### src/rtl/kmkz_defs.sv
// Shared definitions for the register-file control slice: FSM encoding and clear-sequence bound.
// The CLEAR state exists only when URV_RF_CLEAR_EN is defined.
package kmkz_defs;

    localparam logic [4:0] CLR_LAST = 5'd31;

    typedef enum logic [2:0] {
        ST_IDLE  = 3'd0,
        ST_WRITE = 3'd1,
        ST_RADDR = 3'd2,
        ST_RDATA = 3'd3,
        ST_DONE  = 3'd4
`ifdef URV_RF_CLEAR_EN
        , ST_CLEAR = 3'd5
`endif
    } rf_state_e;

endpackage

### src/rtl/urv_rf_ctrl.sv
// Register-file port arbiter: merges the writeback and rs1 ports with debug register access,
// and optionally zeroes x1..x31 after reset when URV_RF_CLEAR_EN is defined.
module urv_rf_ctrl
    import kmkz_defs::*;
(
    input  logic        clk_i,
    input  logic        rst_i,
    input  logic [4:0]  w_rd_i,
    input  logic [31:0] w_rd_value_i,
    input  logic        w_rd_store_i,
    input  logic [4:0]  rf_rs1_i,
    input  logic        d_stall_i,
    input  logic        core_halt_i,
    input  logic        dbg_req_i,
    input  logic        dbg_we_i,
    input  logic [4:0]  dbg_addr_i,
    input  logic [31:0] dbg_wdata_i,
    output logic        dbg_ack_o,
    output logic [31:0] dbg_rdata_o,
    output logic [4:0]  rf_rd_o,
    output logic [31:0] rf_rd_value_o,
    output logic        rf_rd_store_o,
    output logic [4:0]  rf_rs1_o,
    output logic        rf_stall_o,
    input  logic [31:0] rf_rs1_value_i,
    output logic        core_stall_o
);

`ifdef URV_RF_CLEAR_EN
    localparam rf_state_e RESET_STATE = ST_CLEAR;
`else
    localparam rf_state_e RESET_STATE = ST_IDLE;
`endif

    rf_state_e   r_state;
    rf_state_e   w_next;
    logic [4:0]  r_rd_addr;
    logic [31:0] r_rdata;
`ifdef URV_RF_CLEAR_EN
    logic [4:0]  r_clr_cnt;
    logic        w_clr_adv;
`endif

    // The read address is latched in RADDR so the x0 check matches the address actually read.
    always_ff @(posedge clk_i or negedge rst_i) begin
        if (!rst_i) begin
            r_state   <= RESET_STATE;
            r_rd_addr <= 5'd0;
            r_rdata   <= 32'd0;
`ifdef URV_RF_CLEAR_EN
            r_clr_cnt <= 5'd1;
`endif
        end else begin
            r_state <= w_next;
            if (r_state == ST_RADDR) begin
                r_rd_addr <= dbg_addr_i;
            end
            if (r_state == ST_RDATA && dbg_req_i) begin
                r_rdata <= (r_rd_addr == 5'd0) ? 32'd0 : rf_rs1_value_i;
            end
`ifdef URV_RF_CLEAR_EN
            if (w_clr_adv && r_clr_cnt != CLR_LAST) begin
                r_clr_cnt <= r_clr_cnt + 5'd1;
            end
`endif
        end
    end

    // Ports default to the pipeline; a dropped request removes any override in the same cycle.
    always_comb begin
        w_next        = r_state;
        rf_rd_o       = w_rd_i;
        rf_rd_value_o = w_rd_value_i;
        rf_rd_store_o = w_rd_store_i;
        rf_rs1_o      = rf_rs1_i;
        rf_stall_o    = d_stall_i;
`ifdef URV_RF_CLEAR_EN
        w_clr_adv     = 1'b0;
`endif
        case (r_state)
`ifdef URV_RF_CLEAR_EN
            ST_CLEAR: begin
                if (!w_rd_store_i) begin
                    rf_rd_o       = r_clr_cnt;
                    rf_rd_value_o = 32'd0;
                    rf_rd_store_o = 1'b1;
                    w_clr_adv     = 1'b1;
                    if (r_clr_cnt == CLR_LAST) begin
                        w_next = ST_IDLE;
                    end
                end
            end
`endif
            ST_IDLE: begin
                if (dbg_req_i && core_halt_i) begin
                    w_next = dbg_we_i ? ST_WRITE : ST_RADDR;
                end
            end
            ST_WRITE: begin
                if (!dbg_req_i) begin
                    w_next = ST_IDLE;
                end else if (!w_rd_store_i) begin
                    rf_rd_o       = dbg_addr_i;
                    rf_rd_value_o = dbg_wdata_i;
                    rf_rd_store_o = 1'b1;
                    w_next        = ST_DONE;
                end
            end
            ST_RADDR: begin
                if (!dbg_req_i) begin
                    w_next = ST_IDLE;
                end else begin
                    rf_rs1_o   = dbg_addr_i;
                    rf_stall_o = 1'b0;
                    w_next     = ST_RDATA;
                end
            end
            ST_RDATA: begin
                if (!dbg_req_i) begin
                    w_next = ST_IDLE;
                end else begin
                    rf_rs1_o   = r_rd_addr;
                    rf_stall_o = 1'b1;
                    w_next     = ST_DONE;
                end
            end
            ST_DONE: begin
                rf_stall_o = 1'b1;
                w_next     = ST_IDLE;
            end
            default: begin
                w_next = RESET_STATE;
            end
        endcase
    end

    assign dbg_ack_o   = (r_state == ST_DONE);
    assign dbg_rdata_o = r_rdata;

`ifdef URV_RF_CLEAR_EN
    assign core_stall_o = (r_state == ST_CLEAR);
`else
    assign core_stall_o = 1'b0;
`endif

endmodule
### config.mk
export PLATFORM = sky130hd
export DESIGN_NAME = urv_rf_ctrl
export DESIGN_NICKNAME = d
export VERILOG_FILES = /design/src/rtl/kmkz_defs.sv /design/src/rtl/urv_rf_ctrl.sv
export SDC_FILE = /design/constraint.sdc
export NUM_CORES = 1
export LEC_CHECK = 0
export CORE_MARGIN = 1.5
export CORE_UTILIZATION = 32
export DETAILED_ROUTE_END_ITERATION = 8
export HOLD_SLACK_MARGIN = 0.12
export PLACE_DENSITY = 0.85
export SLEW_MARGIN = 20
export SYNTH_ARGS = -nofsm -noshare
export SYNTH_HDL_FRONTEND = slang
export SYNTH_SLANG_ARGS = --single-unit
### constraint.sdc
create_clock -name clk_i -period 2.4 [get_ports clk_i]
set_input_delay 0.48 -clock clk_i [delete_from_list [all_inputs] [get_ports clk_i]]
set_output_delay 0.48 -clock clk_i [all_outputs]
set_load 0.05 [all_outputs]
# Word level (Yosys, flattened, before mapping)
# Cells that the tools add are included.
# W data, S select, Z words.
[totals]
inputBits = 118
wordCells = 36
ff_bits = 40
out_inout_bits = 78
[op_classes]
n_reduce_logical = 5
muxes = 22
eq_ne = 6
[ops]
columns = ["operator", "count"]
rows = [
  ["$mux W32", 4],
  ["$mux W5", 5],
  ["$mux W3", 4],
  ["$pmux W3 S4", 1],
  ["$pmux W5 S2", 1],
  ["$eq A3 B2 Y1 const B", 2],
  ["$logic_not A5 Y1", 1],
  ["$mux W1", 4],
  ["$mux W2", 2],
  ["$eq A3 B1 Y1 const B", 1],
  ["$eq A3 B3 Y1 const B", 1],
  ["$logic_not A3 Y1", 1],
  ["$ne A3 B3 Y1 const B", 1],
  ["$pmux W1 S3", 1],
  ["$logic_and A1 B1 Y1", 2],
  ["$ne A2 B2 Y1 const B", 1],
  ["$reduce_and A2 Y1", 1],
]

# Logic depth before layout (Yosys ltp)
[depth]
depth_word = 3
mapped_depth = 6
depth_no_buf = 3

# Worst setup path before layout
# Ideal clock, no wire load.
[synth_path]
path_kind = "register -> output"
startpoint = "reg r_state[0]"
endpoint = "out rf_rs1_o[0]"
n_path_buf = 1
arrival_time_ns = 1.995
t_required_ns = 1.920
stages_incl_launch_ff = 5
setup_slack_ns = -0.075
cell_sequence = "dfrtp_1 > buf_2 > nor3b_1 > nand2_1 > a31oi_1"
[synth_via]
elab_chain_len = 2
word_cells_on_any_way = 3
cone_classes = "2 x eq/ne; 1 x mux"
[synth_lines]
columns = ["item", "line", "rtl"]
rows = [
  ["start: declaration", "urv_rf_ctrl.sv:35", "rf_state_e r_state;"],
  ["start signal: assignment", "urv_rf_ctrl.sv:54", "r_state <= w_next;"],
  ["$eq A3 B2 Y1", "urv_rf_ctrl.sv:80", "case (r_state)"],
  ["$pmux W5 S2 (*)", "urv_rf_ctrl.sv:80", ""],
  ["end: declaration", "urv_rf_ctrl.sv:23", "output logic [4:0] rf_rs1_o,"],
]
# Mark *: on every way between the ends. The rest lies on a longest branch, timed or not.

# Worst setup path in the final report
[layout_path]
startpoint = "reg r_state[2]"
endpoint = "out rf_rd_value_o[25]"
[layout_via]
elab_chain_len = 2
[layout_lines]
columns = ["item", "line", "rtl"]
rows = [
  ["$eq A3 B1 Y1", "urv_rf_ctrl.sv:80", ""],
  ["$mux W32", "urv_rf_ctrl.sv:80", ""],
  ["end: declaration", "urv_rf_ctrl.sv:21", "output logic [31:0] rf_rd_value_o,"],
]
# Every way passes these cells.

==> impl_metrics.csv <==
group,metric,value,unit
place,gp_congestion,0.788,
sta,slew_headroom,0.434,
worst_setup_path,crit_chain,"nand3b_4 -> nor3_4 -> buf_6 -> buf_16 -> mux2_2 -> buf_12",
floorplanning,die_h,86.1,µm
sta,fin_tns_setup,0,ns
pwr,p_int,2.07,mW
floorplanning,start_util,0.329,
layout,regArea,1000,µm²
routing,dr.pass1.iters,4,
layout,postLayoutCellArea,4890,µm²
routing,drt_iter0_drc,80,
logic_synthesis,synth_common_cells,"54 x nand2_1, 40 x dfrtp_1, 33 x mux2_2",
worst_setup_path,cp.depth,6,
floorplanning,die_x,86.1,µm
sta,setup_ws,0.0784,ns
logic_synthesis,synth_compound_area_frac,0.154,
place,place.port_buffers,194,
global_routing,antenna_found_initial,0,
worst_setup_path,worstPathRequired,1.92,ns
clocking,numCtsBuffers,5,
sta,clock_skew,0.00598,ns
clocking,cts_tree,"yes",
logic_synthesis,synth_fp_nets,329,
clocking,cts_max_level,2,
logic_synthesis,synth.largest_area_cell,"dfrtp_1",
job,cap_viol_max_count,0,
global_routing,grt_pass1_vias,2466,
place,pre_cts_slack,-0.161,ns
logic_synthesis,synth_fa_ha_area_frac,0,
worst_setup_path,reg2reg_to,"dbg_rdata_o[20]",
global_routing,grt_max_degree,41,
worst_setup_path,max_stage_delay,0.40,ns
place,dp_hpwl,6800,µm
worst_setup_path,worstSetupPathType,"reg2out",
pwr,pwr-share-seq,0.280,
hold_path,min_path_type,"in2async",
worst_setup_path,setup.worst_path.start,"r_state[2]",
sta,hold_viol,0,
routing,wirelength,8250,µm
global_routing,grt_pass1_wl,12100,µm
sta,period_needed,2.32,ns
logic_synthesis,async_flop_share,1.00,
logic_synthesis,synth_xor_area_frac,0,
sta,fin_crit_sh,0.967,
clocking,clk_pin_slew_worst_paths,0.08,ns
routing,drcViolationCount,0,
layout,diodes,0,
floorplanning,ioPinCount,196,
sta,slew_violations,0,
logic_synthesis,ys_seq_elements,40,
logic_synthesis,yosys.area_share.simple,0.154,
routing,drtAntennaViolNets,0,
pwr,share_comb_of_total_power,0.571,
worst_setup_path,crit_path_start_kind,"flop",
clocking,clockRootBuffer,"clkbuf_8",
worst_setup_path,worstRegToRegCells,4,
worst_setup_path,crit_family,"buffers and inverters",
logic_synthesis,syn-cell-area,2210,µm²
sta,max_freq,0.431,GHz
worst_setup_path,crit_buf_inv,3,
sta,worstMarginPinSlew,0.849,ns
global_routing,grt_use_total,0.216,
pwr,power_switching,1.53,mW
worst_setup_path,crit_end,"rf_rd_value_o[25]",
logic_synthesis,synth_area_leaders,"dfrtp_1 45%, mux2_2 17%, o2bb2ai_1 13%",
logic_synthesis,synth_edf_count,0,
sta,timing.hold.ws,0.289,ns
sta,setup_violations,0,
logic_synthesis,syn_avg_cell_area,10.5,µm²
logic_synthesis,yosys_warnings,0,
pwr,power,3.60,mW
layout,areaGrowthSynthToFinish,121,%
pwr,peakVddDrop,0.393,mV
logic_synthesis,ys.flop_type,"dfrtp_1",
clocking,clock_latency,0.29,ns
pwr,pwr-share-clk,0.149,
logic_synthesis,synth_top_family_by_area,"multiplexers",
worst_setup_path,r2r_start,"r_rd_addr[2]",
pwr,cellPowerDensity,737,nW/µm²
logic_synthesis,synth_cell_types,30,
floorplanning,rows,30,
worst_setup_path,crit_fanout,14,
logic_synthesis,syn_inst,211,
outcome,status,"complete, no violations",
layout,fillCellCount,456,
worst_setup_path,slowest_stage,"dfrtp_1",
routing,wl_per_cell,16.7,µm
worst_setup_path,arrival,1.84,ns
routing,vias,2368,
logic_synthesis,synth.most_common_cell,"nand2_1",
layout,nNetsFinal,530,
floorplanning,dieArea,7420,µm²
clocking,cts_sinks,40,
logic_synthesis,synth_top_area_share,0.453,
layout,drive_above_1_share,0.276,
clocking,clockBufferDepth,2,
pwr,total_leakage_power,2.02,nW
place,place_area,4670,µm²
logic_synthesis,ys_seq_area_frac,0.453,
logic_synthesis,synthMuxAreaShare,0.188,
pwr,netSwitchingFraction,0.426,
routing,viasPerCell,4.80,
floorplanning,fp.coreArea,6720,µm²
global_routing,grt-ovfl-total,0,
sta,rsz0062_at_grt,"true",
worst_setup_path,cp-end-kind,"output pin",
worst_setup_path,r2r_slack,0.78,ns
layout,multi_input_area,1150,µm²
## power by group through the flow
stage	clock network [mW]	logic (mW)	registers, mW
final	0.538	2.05	1.01
after global routing	0.596	2.13	1.03
after CTS	0.557	2.06	1.01
after detailed placement	0	2.05	1.02
after global placement	0	2.02	1.01
after floorplan	0	0.536	1.63
## worst register-to-register path, cell delays in order, from the launching register on
cell and delay, ns:
dfrtp_1 0.40, or4_1 0.56, nor2_2 0.10, buf_4 0.30, o2bb2ai_1 0.14
## cell families (layout without fill, tap and decap cells)
kind of cell,Yosys count,in the layout
muxes,37,37
other,1,1
and+or+nand+nor,73,73
DFF,40,40
buffers and inverters,19,221
AOI/OAI and AO/OA,41,41
## how the worst min path moves through the flow
stage	from	end	slack, ns	cells after the start
floorplan	rst_i	dbg_rdata_o[0]	0.18	0
CTS	rst_i	dbg_rdata_o[0]	0.31	1
global placement	dbg_rdata_o[16]	dbg_rdata_o[16]	0.47	1
detailed placement	dbg_rdata_o[9]	dbg_rdata_o[9]	0.48	1
global route	rst_i	dbg_rdata_o[31]	0.37	1
finish	rst_i	dbg_rdata_o[6]	0.29	1
## stage by stage
step | instances | utilization
6_report | 493 | 0.727
5_1_grt | 493 | 0.727
4_1_cts | 492 | 0.718
3_5_place_dp | 481 | 0.695
3_3_place_gp | 481 | 0.695
2_1_floorplan | 211 | -
## layout by cell type, fill, tap and decap left out, types with 2 or more instances in the layout
cell             synthesis  layout
clkdlybuf4s50_1          0     146
nand2_1                 54      54
buf_12                   0      41
dfrtp_1                 40      39
o2bb2ai_1               32      32
mux2_2                  33      27
buf_4                    1      16
mux2_4                   0       7
nor2_1                   6       6
clkbuf_8                 0       5
a31oi_2                  0       4
mux2_1                   4       3
buf_6                    3       3
inv_1                    2       2
nand2b_1                 2       2
dlygate4sd2_1            0       2
## timing repair
action                                  4_1_cts  5_1_grt
gates resized for setup                       3       12
buffers inserted                              2        0
endpoints found under the setup margin       42       29
hold endpoints to repair                      0        0
gates cloned                                  1        1
hold buffers                                  0        0
pin swaps                                     1        1
## sequential cells by signal, summed over array words and instances (netlist names)
register and cells:
dbg_rdata_o 32, r_state 3, r_rd_addr 5
## cell type report
cell class              instances  area share
inverters                       2     0.00154
repair buffers                211       0.514
multi-input cells             152       0.236
well taps                      80      0.0205
clock buffers                   5      0.0141
clock inverters                 3     0.00871
flip-flops and latches         40       0.205
## layer usage
metal / track usage / wire, µm / share of wire / vias to the layer above
met5: 0 / 0 / 0 / -
met2: 0.414 / 4500 / 0.55 / 122
met1: 0.213 / 2820 / 0.34 / 1083
met3: 0.0751 / 759 / 0.092 / 10
li1: - / - / - / 1153
met4: 0.0762 / 178 / 0.022 / 0
Note: power is estimated with default switching activity, not from simulation.
